**config.mk**
```make
export PLATFORM = sky130hd
export DESIGN_NAME = input_event_scheduler
export DESIGN_NICKNAME = d
export VERILOG_FILES = /design/src/rtl/input_event_pkg.sv /design/src/rtl/rr_arbiter.sv /design/src/rtl/input_event_scheduler.sv
export SDC_FILE = /design/constraint.sdc
export NUM_CORES = 1
export LEC_CHECK = 0
export CAP_MARGIN = 10
export CORE_MARGIN = 8
export CORE_UTILIZATION = 45
export DETAILED_ROUTE_END_ITERATION = 8
export PLACE_DENSITY = 0.71
export SLEW_MARGIN = 20
export SYNTH_ARGS = -nofsm -noshare
export SYNTH_HDL_FRONTEND = slang
export SYNTH_SLANG_ARGS = --single-unit
```
**constraint.sdc**
```tcl
create_clock -name clk -period 8.3 [get_ports clk]
set_input_delay 0.83 -clock clk [delete_from_list [all_inputs] [get_ports clk]]
set_output_delay 0.83 -clock clk [all_outputs]
set_load 0.02 [all_outputs]
```
**src/rtl/input_event_pkg.sv**
```systemverilog
// rtl/input_event_pkg.sv - shared event codes and word layout for the input event scheduler
package input_event_pkg;

   localparam logic [1:0] EV_PRESS   = 2'b01;
   localparam logic [1:0] EV_RELEASE = 2'b10;
   localparam int         EV_CODE_W  = 2;

endpackage

```
**src/rtl/rr_arbiter.sv**
```systemverilog
// rtl/rr_arbiter.sv - round-robin arbiter; pointer moves past a requestor only when its grant is used
module rr_arbiter #(
   parameter int N = 32,
   parameter int W = $clog2(N)
) (
   input  logic         clk,
   input  logic         rst,
   input  logic [N-1:0] req_i,
   input  logic         en_i,
   output logic [N-1:0] gnt_o,
   output logic [W-1:0] gnt_idx_o,
   output logic         grant_valid_o
);

   logic [W-1:0] ptr_q, ptr_d;
   logic [W:0]   slot;
   logic [W-1:0] slot_idx;
   logic         found;

   // Walk the requestors starting at the pointer; the first one set wins.
   always_comb begin
      found     = 1'b0;
      gnt_idx_o = '0;
      slot      = '0;
      slot_idx  = '0;
      for (int k = 0; k < N; k++) begin
         slot = {1'b0, ptr_q} + (W+1)'(k);
         if (slot >= (W+1)'(N)) begin
            slot = slot - (W+1)'(N);
         end
         slot_idx = slot[W-1:0];
         if (!found && req_i[slot_idx]) begin
            found     = 1'b1;
            gnt_idx_o = slot_idx;
         end
      end
   end

   always_comb begin
      grant_valid_o = en_i & found;
      gnt_o         = grant_valid_o ? (N'(1) << gnt_idx_o) : '0;
      ptr_d         = ptr_q;
      if (grant_valid_o) begin
         ptr_d = (gnt_idx_o == W'(N-1)) ? '0 : gnt_idx_o + W'(1);
      end
   end

   always_ff @(posedge clk or posedge rst) begin
      if (rst) begin
         ptr_q <= '0;
      end else begin
         ptr_q <= ptr_d;
      end
   end

endmodule

```
**src/rtl/input_event_scheduler.sv**
```systemverilog
// rtl/input_event_scheduler.sv - edge detect, per-line pending press/release, round-robin drain into a show-ahead event FIFO
module input_event_scheduler
   import input_event_pkg::*;
#(
   parameter int NR    = 16,
   parameter int DEPTH = 8,
   parameter int IDXW  = 4
) (
   input  logic                      clk,
   input  logic                      rst,
   input  logic [NR-1:0]             in_clean,
   input  logic                      en,
   output logic                      ev_valid,
   input  logic                      ev_ready,
   output logic [1:0]                ev_code,
   output logic [IDXW-1:0]           ev_idx,
   output logic                      overflow,
   input  logic                      ovf_clr,
   output logic [$clog2(DEPTH):0]    fifo_level
);

   localparam int AW   = $clog2(DEPTH);
   localparam int LW   = AW + 1;
   localparam int WW   = EV_CODE_W + IDXW;
   localparam int NREQ = 2 * NR;
   localparam int GW   = IDXW + 1;

   logic [NR-1:0]   in_q;
   logic            armed_q;
   logic [NR-1:0]   press_pend_q, press_pend_d;
   logic [NR-1:0]   rel_pend_q, rel_pend_d;
   logic            ovf_q, ovf_d;
   logic [WW-1:0]   mem_q [DEPTH];
   logic [AW-1:0]   wptr_q, rptr_q;
   logic [LW-1:0]   count_q, count_d;

   logic [NR-1:0]   rise, fall;
   logic [NR-1:0]   gnt_press, gnt_rel;
   logic [NREQ-1:0] req, gnt;
   logic [GW-1:0]   gnt_idx;
   logic            grant_valid;
   logic            full, pop, push, can_accept, loss;
   logic [WW-1:0]   push_word, head;

   assign rise = (armed_q & en) ? (in_clean & ~in_q) : '0;
   assign fall = (armed_q & en) ? (~in_clean & in_q) : '0;

   // Requestor order interleaves press and release per line: {press0, rel0, press1, rel1, ...}.
   always_comb begin
      req       = '0;
      gnt_press = '0;
      gnt_rel   = '0;
      for (int i = 0; i < NR; i++) begin
         req[2*i]     = press_pend_q[i];
         req[2*i+1]   = rel_pend_q[i];
         gnt_press[i] = gnt[2*i];
         gnt_rel[i]   = gnt[2*i+1];
      end
   end

   assign ev_valid   = (count_q != '0);
   assign full       = (count_q == LW'(DEPTH));
   assign pop        = ev_valid & ev_ready;
   assign can_accept = ~full | pop;
   assign push       = grant_valid;

   rr_arbiter #(
      .N (NREQ),
      .W (GW)
   ) u_arb (
      .clk           (clk),
      .rst           (rst),
      .req_i         (req),
      .en_i          (can_accept),
      .gnt_o         (gnt),
      .gnt_idx_o     (gnt_idx),
      .grant_valid_o (grant_valid)
   );

   assign push_word = {(gnt_idx[0] ? EV_RELEASE : EV_PRESS), gnt_idx[GW-1:1]};

   // A loss is an edge landing on a pending bit that is not being drained this cycle.
   assign loss = |((rise & press_pend_q & ~gnt_press) | (fall & rel_pend_q & ~gnt_rel));

   always_comb begin
      press_pend_d = (press_pend_q & ~gnt_press) | rise;
      rel_pend_d   = (rel_pend_q & ~gnt_rel) | fall;
      ovf_d        = (ovf_q & ~ovf_clr) | loss;
      count_d      = count_q;
      case ({push, pop})
         2'b10:   count_d = count_q + LW'(1);
         2'b01:   count_d = count_q - LW'(1);
         default: count_d = count_q;
      endcase
   end

   always_ff @(posedge clk or posedge rst) begin
      if (rst) begin
         in_q         <= '0;
         armed_q      <= 1'b0;
         press_pend_q <= '0;
         rel_pend_q   <= '0;
         ovf_q        <= 1'b0;
         wptr_q       <= '0;
         rptr_q       <= '0;
         count_q      <= '0;
      end else begin
         in_q         <= in_clean;
         armed_q      <= 1'b1;
         press_pend_q <= press_pend_d;
         rel_pend_q   <= rel_pend_d;
         ovf_q        <= ovf_d;
         count_q      <= count_d;
         if (push) begin
            wptr_q <= wptr_q + AW'(1);
         end
         if (pop) begin
            rptr_q <= rptr_q + AW'(1);
         end
      end
   end

   always_ff @(posedge clk) begin
      if (push) begin
         mem_q[wptr_q] <= push_word;
      end
   end

   assign head       = mem_q[rptr_q];
   assign ev_code    = ev_valid ? head[WW-1:IDXW] : 2'b00;
   assign ev_idx     = ev_valid ? head[IDXW-1:0] : '0;
   assign overflow   = ovf_q;
   assign fifo_level = count_q;

endmodule

```
==> impl_metrics.json, run 1 <==
{
  "routed_wl_um": 46600,
  "syn_to_final_growth_pct": 11.0,
  "core_area_um2": 26700,
  "hold_viol": 0,
  "drt-pass1-iter-count": 6,
  "fin_worst_skew_ns": 0.0100,
  "rsz0062_at_grt": "false",
  "antenna_found_initial": 4,
  "final.period_utilization": 0.924,
  "detail-route-antenna-nets": 0,
  "grt.overflow.total": 0,
  "rows": 60,
  "fmax_ghz": 0.130,
  "worstPathRequired_ns": 8.60,
  "crit_buf_inv": 5,
  "vias_per_cell": 7.11,
  "finalSetupViolations": 0,
  "synth_cell_types": 89,
  "cts-root-buf": "clkbuf_16",
  "clock-sinks": 113,
  "layout_commonest_cell": "nor2_1",
  "final_cell_mix": "nor2_1, mux4_2, nand2_1",
  "start_kind": "flip-flop",
  "drive_gt1_frac": 0.214,
  "setup_tns_ns": 0,
  "highest_layer": "met5",
  "num_io_pins": 33,
  "nets": 1294,
  "grt_pass1_wl_um": 70300,
  "cp_top_family": "simple AND/OR/NAND/NOR gates",
  "postCtsHoldBufs": 0,
  "cts_tree": "built",
  "syn_nets": 1286,
  "place_hpwl_um": 35000,
  "slew_viol_final": 0,
  "crit_type": "reg2reg",
  "status": "finished, final reports clean",
  "cts-buffers-inserted": 17,
  "fin_crit_ns": 7.67,
  "drt_iter0_drc": 1455,
  "yosysWarnings": 0,
  "ys_ff_latch": 113,
  "h-tree-depth": 4,
  "cts_resized": 0,
  "crit_slowest_cell": "or4_1",
  "async_reset_ff_frac": 0.575,
  "synth-seq-area-share": 0.254,
  "start_util": 0.452,
  "synthesis.area_um2": 12100,
  "vias": 11399,
  "max_stage_delay_ns": 0.73,
  "cts_setup_buffers": 0,
  "cap_violations": 0,
  "fill_cells": 2382,
  "synthCells": 1241,
  "clk_path_buf_depth": 2,
  "insertion_delay_ns": 0.42,
  "grt_usage": 0.282,
  "portBuffers": 32,
  "worstSetupEndpointType": "flip-flop",
  "wl_met3_um": 5640,
  "placed_area_um2": 12800,
  "synth_top_area_cell": "mux4_2",
  "globalplace.congestion": 1.01,
  "die_w_um": 180,
  "worst_pin_slew_ns": 1.20,
  "fp.dieH_um": 180,
  "utilization": 0.502,
  "worstPathMaxFanout": 25,
  "drcViolationCount": 0,
  "detail_route.wl_per_cell_um": 29.1,
  "ys.flop_type": "dfrtp_1",
  "synth-edff-count": 48,
  "synth_area_leaders": "mux4_2, dfrtp_1, edfxtp_1",
  "regArea_um2": 3070,
  "grt_pass1_vias": 11029,
  "relSlewSlack": 0.199,
  "multi_input_area_um2": 8410,
  "wl_met2_um": 20300,
  "hp-class": "reg2reg",
  "drt-met1-wl_um": 18300,
  "cp.arrival_ns": 7.97,
  "grt_max_degree": 69,
  "clk_pin_slew_ns": 0.06,
  "synth_top_cell_area_share": 0.177,
  "syn_avg_cell_area_um2": 9.72,
  "die_area_um2": 32300,
  "stdcell_area_um2": 13400
}
## Yosys cell counts (20+ instances only)
master	n
xnor2_1	28
nand2b_1	20
mux2i_1	79
nand3_1	32
dfrtp_1	65
mux4_2	95
nor3_1	37
nand2_1	94
mux2_2	60
nor2_1	101
edfxtp_1	48
clkbuf_1	54
inv_1	40
buf_2	23
nor2b_1	21
ha_1	23
a21oi_1	39
o21ai_0	58
## layer usage
metal  vias to the layer above  GRT usage
li1                       4862          -
met1                      5528      0.371
met2                       824      0.421
met3                       181     0.0851
met4                         4      0.128
met5                         -          0
## worst min-delay path, delay by kind of cell, from the launching register on
family | cells | cell delay (ns)
simple gates | 2 | 0.14
flops | 1 | 0.34
## area by class of cell
class / count / share of cell area
Tap cell: 341 / 0.0319
Sequential cell: 113 / 0.230
Inverter: 44 / 0.0125
Timing Repair Buffer: 85 / 0.0546
Clock buffer: 17 / 0.0318
Multi-Input combinational cell: 988 / 0.628
Antenna cell: 1 / 0.000187
Clock inverter: 15 / 0.0112
## flip-flops by register name (all words and copies together) (netlist names)
signal and count:
fifo_level 4, overflow 1, armed_q 1, mem_q 48, in_q 16, u_arb.ptr_q 5
rptr_q 3, press_pend_q 16, wptr_q 3, rel_pend_q 16
## logic make-up after synthesis
kind of cell / share of synthesized area
buffers and inverters: 0.0518
AO/OA/AOI/OAI: 0.165
AND/OR/NAND/NOR: 0.170
flip-flops: 0.254
multiplexers: 0.306
other: 0.000311
XOR/XNOR: 0.0269
adder cells (fa/ha/maj): 0.0255
## through the flow
| stage | cells | hold slack (ns) | setup slack, ns |
|---|---|---|---|
| after floorplan | 1241 | 0.495 | 0.581 |
| after global placement | 1571 | 0.507 | 0.832 |
| after detailed placement | 1571 | 0.521 | 0.863 |
| after CTS | 1603 | 0.527 | 0.832 |
| after global routing | 1603 | 0.563 | 0.263 |
| final | 1604 | 0.529 | 0.631 |
## path summary, 6_finish.rpt
| path | start | to | slack [ns] | depth (start not counted) |
|---|---|---|---|---|
| worst max-delay path | u_arb.ptr_q[1] | overflow | 0.63 | 26 |
| worst min-delay path | in_q[15] | press_pend_q[15] | 0.53 | 2 |
| worst max register to register | u_arb.ptr_q[1] | overflow | 0.63 | 26 |
| worst min register to register | in_q[15] | press_pend_q[15] | 0.53 | 2 |
| max in group asynchronous | rst | u_arb.ptr_q[1] | 6.64 | 3 |
| min in group asynchronous | rst | armed_q | 0.99 | 3 |
Power of run 1 is left out: the tool's default activity adds up to more than one toggle a clock period on the data nets, which glitch-free logic cannot reach.
==> run 2, diff against run 1 <==
--- a/config.mk
+++ b/config.mk
@@ -5,7 +5,6 @@
 export SDC_FILE = /design/constraint.sdc
 export NUM_CORES = 1
 export LEC_CHECK = 0
-export CAP_MARGIN = 10
 export CORE_MARGIN = 8
 export CORE_UTILIZATION = 45
 export DETAILED_ROUTE_END_ITERATION = 8
==> results of run 2 <==
The final DEF is identical to that of run 1; final timing and power are the same.
Power of run 2 is left out for the same reason.
